`config.mk`:
```
export PLATFORM = sky130hd
export DESIGN_NAME = cacheline_adapter
export DESIGN_NICKNAME = d
export VERILOG_FILES = /design/src/rtl/mem_types_pkg.sv /design/src/rtl/line_shift_reg.sv /design/src/rtl/cacheline_adapter.sv
export SDC_FILE = /design/constraint.sdc
export NUM_CORES = 1
export LEC_CHECK = 0
export BUFFER_PORTS_ARGS = -buffer_cell sky130_fd_sc_hd__clkbuf_2
export CAP_MARGIN = 25
export CORE_AREA = 2 2 292 294
export DETAILED_ROUTE_END_ITERATION = 6
export DIE_AREA = 0 0 294 296
export PLACE_DENSITY_LB_ADDON = 0.2
export SLEW_MARGIN = 0
export SYNTH_ARGS = -nofsm -noshare
export SYNTH_HDL_FRONTEND = slang
export SYNTH_SLANG_ARGS = --single-unit
```
`constraint.sdc`:
```
create_clock -name clk -period 7.6 [get_ports clk]
set_input_delay 0.76 -clock clk [delete_from_list [all_inputs] [get_ports clk]]
set_output_delay 0.76 -clock clk [all_outputs]
set_load 0.02 [all_outputs]
```
`src/rtl/mem_types_pkg.sv`:
```
// Shared line/beat types and adapter FSM encoding for the
// cache-to-bmem burst adapter.
package mem_types_pkg;

    localparam int BEAT_W         = 64;
    localparam int BEATS_PER_LINE = 4;
    localparam int LINE_W         = BEAT_W * BEATS_PER_LINE;

    localparam logic [1:0] LAST_BEAT = 2'(BEATS_PER_LINE - 1);

    typedef logic [255:0] line_t;
    typedef logic [63:0]  beat_t;

    typedef enum logic [2:0] {
        ST_IDLE,
        ST_RD_REQ,
        ST_RD_WAIT,
        ST_WR,
        ST_DONE
    } adapter_state_t;

    function automatic logic [31:0] line_align(input logic [31:0] a);
        return a & ~32'h1F;
    endfunction

endpackage

```
`src/rtl/line_shift_reg.sv`:
```
// One line of storage with beat-indexed write and read, used both to
// assemble read bursts and to serialise write lines.
module line_shift_reg
    import mem_types_pkg::*;
(
    input  logic       clk,
    input  logic       rst,
    input  logic       load_i,
    input  line_t      line_i,
    input  logic       beat_we_i,
    input  logic [1:0] idx_i,
    input  beat_t      beat_i,
    output line_t      line_o,
    output beat_t      beat_o
);

    line_t line_q, line_d;

    always_comb begin
        line_d = line_q;
        if (load_i) begin
            line_d = line_i;
        end else if (beat_we_i) begin
            line_d[idx_i*BEAT_W +: BEAT_W] = beat_i;
        end
    end

    always_ff @(posedge clk) begin
        if (rst) begin
            line_q <= '0;
        end else begin
            line_q <= line_d;
        end
    end

    assign line_o = line_q;
    assign beat_o = line_q[idx_i*BEAT_W +: BEAT_W];

endmodule

```
`src/rtl/cacheline_adapter.sv`:
```
// Converts 256-bit cache line reads/writes into 4 x 64-bit bmem bursts,
// one line transaction in flight at a time.
module cacheline_adapter
    import mem_types_pkg::*;
(
    input  logic         clk,
    input  logic         rst,
    input  logic [31:0]  dfp_addr,
    input  logic         dfp_read,
    input  logic         dfp_write,
    input  logic [255:0] dfp_wdata,
    output logic [255:0] dfp_rdata,
    output logic         dfp_resp,
    output logic [31:0]  bmem_addr,
    output logic         bmem_read,
    output logic         bmem_write,
    output logic [63:0]  bmem_wdata,
    input  logic         bmem_ready,
    input  logic [31:0]  bmem_raddr,
    input  logic [63:0]  bmem_rdata,
    input  logic         bmem_rvalid
);

    adapter_state_t state_q, state_d;
    logic [1:0]     cnt_q, cnt_d;
    logic [31:0]    addr_q, addr_d;
    line_t          rdata_q, rdata_d;
    logic           gap_q, gap_d;

    logic  sr_load;
    logic  sr_we;
    line_t sr_line;
    beat_t sr_beat;

    line_shift_reg u_line (
        .clk       (clk),
        .rst       (rst),
        .load_i    (sr_load),
        .line_i    (dfp_wdata),
        .beat_we_i (sr_we),
        .idx_i     (cnt_q),
        .beat_i    (bmem_rdata),
        .line_o    (sr_line),
        .beat_o    (sr_beat)
    );

    logic beat_hit;
    assign beat_hit = bmem_rvalid && (bmem_raddr == addr_q);

    always_comb begin
        state_d    = state_q;
        cnt_d      = cnt_q;
        addr_d     = addr_q;
        rdata_d    = rdata_q;
        gap_d      = 1'b0;
        sr_load    = 1'b0;
        sr_we      = 1'b0;
        bmem_read  = 1'b0;
        bmem_write = 1'b0;
        dfp_resp   = 1'b0;

        unique case (state_q)
            ST_IDLE: begin
                // gap_q masks the request still held in the cycle after resp
                if (!gap_q && dfp_read) begin
                    addr_d  = line_align(dfp_addr);
                    state_d = ST_RD_REQ;
                end else if (!gap_q && dfp_write) begin
                    addr_d  = line_align(dfp_addr);
                    sr_load = 1'b1;
                    cnt_d   = '0;
                    state_d = ST_WR;
                end
            end
            ST_RD_REQ: begin
                bmem_read = 1'b1;
                if (bmem_ready) begin
                    cnt_d   = '0;
                    state_d = ST_RD_WAIT;
                end
            end
            ST_RD_WAIT: begin
                if (beat_hit) begin
                    sr_we = 1'b1;
                    cnt_d = cnt_q + 2'd1;
                    if (cnt_q == LAST_BEAT) begin
                        rdata_d = sr_line;
                        rdata_d[LINE_W-1 -: BEAT_W] = bmem_rdata;
                        state_d = ST_DONE;
                    end
                end
            end
            ST_WR: begin
                bmem_write = 1'b1;
                if (bmem_ready) begin
                    cnt_d = cnt_q + 2'd1;
                    if (cnt_q == LAST_BEAT) begin
                        state_d = ST_DONE;
                    end
                end
            end
            ST_DONE: begin
                dfp_resp = 1'b1;
                gap_d    = 1'b1;
                state_d  = ST_IDLE;
            end
            default: state_d = ST_IDLE;
        endcase
    end

    always_ff @(posedge clk) begin
        if (rst) begin
            state_q <= ST_IDLE;
            cnt_q   <= '0;
            addr_q  <= '0;
            rdata_q <= '0;
            gap_q   <= 1'b0;
        end else begin
            state_q <= state_d;
            cnt_q   <= cnt_d;
            addr_q  <= addr_d;
            rdata_q <= rdata_d;
            gap_q   <= gap_d;
        end
    end

    assign dfp_rdata  = rdata_q;
    assign bmem_addr  = addr_q;
    assign bmem_wdata = (state_q == ST_WR) ? sr_beat : '0;

    always_ff @(posedge clk) begin
        if (!rst && state_q == ST_IDLE && !gap_q) begin
            assert (!(dfp_read && dfp_write))
            else $warning("dfp_read and dfp_write both high; read taken");
        end
    end

endmodule
```
## Word-level counts from Yosys, hierarchy flattened

Cells that the tools add are included.

- Order comparisons: 0
- Reductions and logical operators: 12
- Div/mod/pow operators: 0
- Add/subtract/negate cells: 2
- Muxes and demuxes: 27
- Bitwise gates (word level): 0
- Equal/unequal tests: 12
- $mul: 0
- Shift-type cells: 3

Operators with widths:

| kind | count |
|---|---|
| 256-bit two-way mux | 2 |
| 256-bit bitwise mux | 1 |
| 64-bit by 34-bit variable shift with 256-bit output (first input constant) | 1 |
| 256-bit by 9-bit indexed part select with 64-bit output | 1 |
| 64-bit by 34-bit indexed part select with 256-bit output | 1 |
| 32-bit two-way mux | 2 |
| 64-bit two-way mux | 1 |
| 8-bit negator with 34-bit output | 1 |
| 32-bit == test | 1 |
| 3-bit two-way mux | 6 |
| 3-bit case mux with 4 select lines | 1 |
| 2-bit two-way mux | 5 |
| 2-bit != test (second input constant) | 5 |
| 1-bit two-way mux | 8 |
| 2-bit case mux with 4 select lines | 1 |
| 3-bit by 2-bit == test with 1-bit output (second input constant) | 2 |
| 6-bit AND reduction | 1 |
| 4-bit AND reduction | 1 |
| 2-bit nonzero test | 2 |
| 4-bit nonzero test | 1 |
| 3-bit by 1-bit == test with 1-bit output (second input constant) | 1 |
| 3-bit == test (second input constant) | 1 |
| 1-bit logical AND | 3 |
| 3-bit zero test | 1 |
| other kinds (6) | 6 |

- Output and inout bits: 355
- Bits in read-only memories: 0
- Memory bits (writable): 0
- Word-level logic and storage cells: 62
- Input bits: 390
- Memories: 0
- Register bits: 550
- Bits in latches: 0

## Longest topological paths before layout

- Depth in word-level cells: 6
- Depth in mapped cells: 12
- Depth with buffers taken out: 8

## Modules after synthesis

A second synthesis with hierarchy kept.

- Cells, all modules: 2731
- Area total of the unflattened synthesis: 24103.1 um^2

By module, submodules not included:

| module | seq. area each (um^2) | area each (um^2) | times used | cells each |
|---|---|---|---|---|
| line_shift_reg | 5124.9 | 12219.2 | 1 | 1264 |
| cacheline_adapter | 5785.5 | 11883.9 | 1 | 1467 |

## Least setup slack after synthesis

OpenSTA, ideal clock, no wires.

- Kind: register to register
- Start: reg cnt_q[1]
- End: reg u_line.line_q[179], in the netlist u_line.line_o[179]
- Library setup time: 0.081 ns
- Data arrival time: 2.904 ns
- Required time: 7.519 ns
- Buffers on the path: 3
- Clock period less this slack: 2.985 ns
- Stages on the path, launching flop included: 11
- Path slack: 4.615 ns
- Path through: dfxtp_1 -> clkbuf_1 -> buf_1 -> inv_1 -> ha_1 -> inv_1 -> nor4b_1 -> clkbuf_1 -> and3_1 -> a21oi_1 -> a211oi_2

- Word-level cells in the longest chain between the ends: 5
- Elaborated cells on any way between the ends: 6
- Those cells by class: add/sub (1); shift (2); mux (3)

Ends and longest elaborated chain:

| what | line | RTL |
|---|---|---|
| start: declaration | cacheline_adapter.sv:25 | `logic [1:0] cnt_q, cnt_d;` |
| start signal: assignment | cacheline_adapter.sv:120 | `cnt_q <= cnt_d;` |
| 8-bit negator with 34-bit output * | line_shift_reg.sv:24 | `line_d[idx_i*BEAT_W +: BEAT_W] = beat_i;` |
| 64-bit by 34-bit indexed part select with 256-bit output or 64-bit by 34-bit variable shift with 256-bit output (tied branches) | line_shift_reg.sv:24 |  |
| 256-bit bitwise mux * | line_shift_reg.sv:24 |  |
| 256-bit two-way mux * | line_shift_reg.sv:23 | `end else if (beat_we_i) begin` |
| 256-bit two-way mux * | line_shift_reg.sv:21 | `if (load_i) begin` |
| end signal: assignment | line_shift_reg.sv:32 | `line_q <= line_d;` |
| end: declaration | line_shift_reg.sv:17 | `line_t line_q, line_d;` |

Every way passes the cells marked *; elsewhere a longest branch is shown, timed or not. The select of a mux whose other input is x is not followed.
A chain may end at the register's enable or synchronous reset.

## Final worst setup path

- Start: reg state_q[0]
- End: reg u_line.line_q[203], in the netlist u_line.line_o[203]

- Word-level cells in the longest chain between the ends: 3
- Elaborated cells on any way between the ends: 6
- Those cells by class: eq/ne (1); mux (3); reduce/logical (2)

Ends and longest elaborated chain:

| what | line | RTL |
|---|---|---|
| start: declaration | cacheline_adapter.sv:24 | `adapter_state_t state_q, state_d;` |
| start signal: assignment | cacheline_adapter.sv:119 | `state_q <= state_d;` |
| 3-bit by 2-bit == test with 1-bit output or 3-bit zero test (tied branches) | cacheline_adapter.sv:62 | `unique case (state_q)` |
| 1-bit two-way mux | cacheline_adapter.sv:62 |  |
| 2-bit nonzero test (no source line) or 256-bit two-way mux (tied branches) | n/a |  |

Several ways; a longest one is shown, not always the timed one.

==> results.py <==
metrics = {
    "pwr": {
        "switching_share_pct": 33.3,
        "ir_drop_mv": 0.175,
        "power_frac_clock_pct": 38.3,
        "leakage_nw": 13.1,
        "p_comb_share_pct": 23.0,
        "power_frac_seq_pct": 38.7,
        "p_sw_w": 0.00292,
        "powerDensity_nw_per_um2": 272,
        "internal_power_w": 0.00585,
    },
    "timing": {
        "rsz0062_at_grt": "no",
        "period_minus_slack_ps": 4070,
        "setup_tns_ps": 0,
        "final_max_slew_viol_count": 0,
        "hold_slack_ps": 375,
        "worstMarginPinSlew_ps": 1170,
        "finalCritPeriodShare_pct": 53.6,
        "setup_slack_ps": 3530,
        "fmax_mhz": 246,
        "fin_skew_ps": 29.5,
        "setup_viol": 0,
        "hold_viol": 0,
        "max_slew_margin_pct": 22.2,
    },
    "worst_setup_path": {
        "crit_buf_inv": 3,
        "path_max_fanout": 187,
        "slowest_stage": "buf_4",
        "end_kind": "flop",
        "arrival_ps": 4580,
        "crit_family": "buffers and inverters",
        "path_cells": "buf_4, nor2_1, nand3_4, buf_12, buf_4, o21ai_0, a211oi_1",
        "crit_required_ps": 8110,
        "setup.worst_path.start_class": "flop",
        "worst_path_most_repeated_cell": "buf_4",
        "crit_type": "reg2reg",
        "cp_slowest_stage_delay_ps": 700,
    },
    "clock_network": {
        "cts_root_buf": "clkbuf_16",
        "cts.sinks": 545,
        "clockBufferDepth": 3,
        "postCtsSetupBuffers": 0,
        "h-tree-depth": 3,
        "clock_latency_ps": 600,
        "cts_tree": "built",
        "cts_made_buffers": 68,
        "cts_resized": 0,
        "path_clk_slew_ps": 60,
        "cts_hold_buf": 0,
    },
    "run_status": {
        "outcome": "completed",
    },
    "detailed_routing": {
        "drtIter0Drc": 1975,
        "vias": 25500,
        "drc": 0,
        "routedWlPerCell_um": 24.1,
        "first_pass_iters": 5,
        "wirelength_um": 114000,
        "via_per_inst": 5.38,
        "ant_nets": 0,
    },
    "placement": {
        "portBuffers": 734,
        "pre_cts_slack_ps": 3340,
        "gp_congestion": 0.815,
        "dpl_cell_area_um2": 29900,
        "dp_hpwl_um": 70700,
    },
    "global_route": {
        "antenna_found_initial": 19,
        "grt_first_pass_wirelength_um": 163000,
        "grt_overflow": 0,
        "grt_pass1_vias": 24500,
        "grt_max_degree": 193,
        "grt_util_all_layers_pct": 24.9,
    },
    "layout": {
        "layout.nets": 3966,
        "final_util_pct": 38.4,
        "drive_gt1_share_pct": 33.3,
        "syn2layout_area_growth_pct": 24.7,
        "fill_cells": 8862,
        "postLayoutCellArea_um2": 32300,
    },
    "floorplanning": {
        "pin_count": 745,
        "die_area_um2": 87000,
        "chipHeight_um": 296,
        "start_util_pct": 30.8,
        "core_um2": 84200,
        "die_x_um": 294,
        "rows": 107,
    },
    "synthesis": {
        "synth_top_area_share_pct": 42.1,
        "post-synth-top-area-cell": "dfxtp_1",
        "ys.flop_type": "dfxtp_1",
        "async_flop_share_pct": 0,
        "yosysUniqueCellTypes": 49,
        "yosysSeqAreaShare_pct": 42.1,
        "synth_common_cells": "597 x nand2_1, 545 x dfxtp_1, 485 x a21oi_1",
        "synth_area_leaders": "dfxtp_1 42%, a21oi_1 9.4%, a211oi_2 8.9%",
        "ys_ff_latch": 545,
        "synth_edf_count": 0,
        "yosysMostFrequentCell": "nand2_1",
        "synthCells": 3032,
        "yosys_warnings": 0,
        "postSynthAreaPerCell_um2": 8.55,
        "synth_area_um2": 25900,
    },
    "run": {
        "drv_cap": 0,
    },
    "hold_path": {
        "hp-class": "in2reg",
    },
}
[per-layer routing]
layer	up-vias	wire (um)	GRT usage [%]
met5	-	17	0
met4	2	4330	11.4
li1	11800	-	-
met2	1054	53800	40.0
met1	12400	47100	31.7
met3	194	8640	5.76
[final cells by class]
type	count	area, um^2	area share (%)
Sequential cell	545	10900	33.8
Antenna cell	18	45.0	0.139
Clock inverter	25	329	1.02
Timing Repair Buffer	777	4110	12.7
Clock buffer	96	1960	6.07
Tap cell	1090	1360	4.22
Multi-Input combinational cell	2171	13500	41.9
Inverter	9	33.8	0.105
[registers in the layout (all words and copies together), names as in the netlist]
| register | count |
|---|---|
| bmem_addr | 27 |
| cnt_q | 2 |
| dfp_rdata | 256 |
| gap_q | 1 |
| state_q | 3 |
| u_line.line_o | 256 |
[through the flow]
stage	total power [W]	cells
final	0.00878	4731
after global routing	0.00914	4728
after detailed placement	0.00546	4591
after global placement	0.00544	4591
after floorplan	0.00473	3036
after CTS	0.00883	4712
[tightest hold or removal path: stages]
cell and delay [ps]:
clkbuf_2 80, nand2_1 40, a21oi_1 50
[path summary, 6_finish.rpt]
path                                     start                  to  slack [ps]  cells after the start
worst max-delay path                state_q[0]  u_line.line_o[203]        3530                      7
worst min register to register  dfp_rdata[203]      dfp_rdata[203]         450                      2
worst min-delay path              dfp_addr[25]       bmem_addr[25]         380                      3
worst max register to register      state_q[0]  u_line.line_o[203]        3530                      7
[cells by family after synthesis]
logic type	share of synthesized area, %
other	0.0145
and+or+nand+nor	21.8
AOI/OAI and AO/OA	23.4
DFF	42.1
muxes	5.56
buffers and inverters	6.06
xor gates and xnor gates	0.845
adders and majority gates	0.193
[power groups by stage]
stage | logic [W] | registers [W] | clock network, W
finish | 0.00202 | 0.00340 | 0.00336
global route | 0.00218 | 0.00342 | 0.00354
CTS | 0.00202 | 0.00339 | 0.00342
detailed placement | 0.00201 | 0.00345 | 0
global placement | 0.00199 | 0.00345 | 0
floorplan | 0.00137 | 0.00336 | 0
[cell usage in the layout, fill, tap and decap left out, drive strengths merged, types with 3 or more instances in the layout]
master,Yosys,final
nand2b,7,7
inv,9,13
dfxtp,545,545
mux4,64,64
nand4,4,4
conb,1,5
clkinv,0,14
nand2,597,597
buf,106,44
a21oi,541,541
nor3,163,163
o21ai,23,23
and3,235,235
xnor2,5,5
clkbuf,205,829
a2bb2oi,5,5
or4,3,3
nor4,15,15
a211oi,213,213
and4,3,3
a221o,39,39
nand3,5,5
xor2,20,20
ha,4,4
diode,0,18
nor2,201,201
bufinv,0,5
Note: power is estimated with default switching activity, not from simulation.
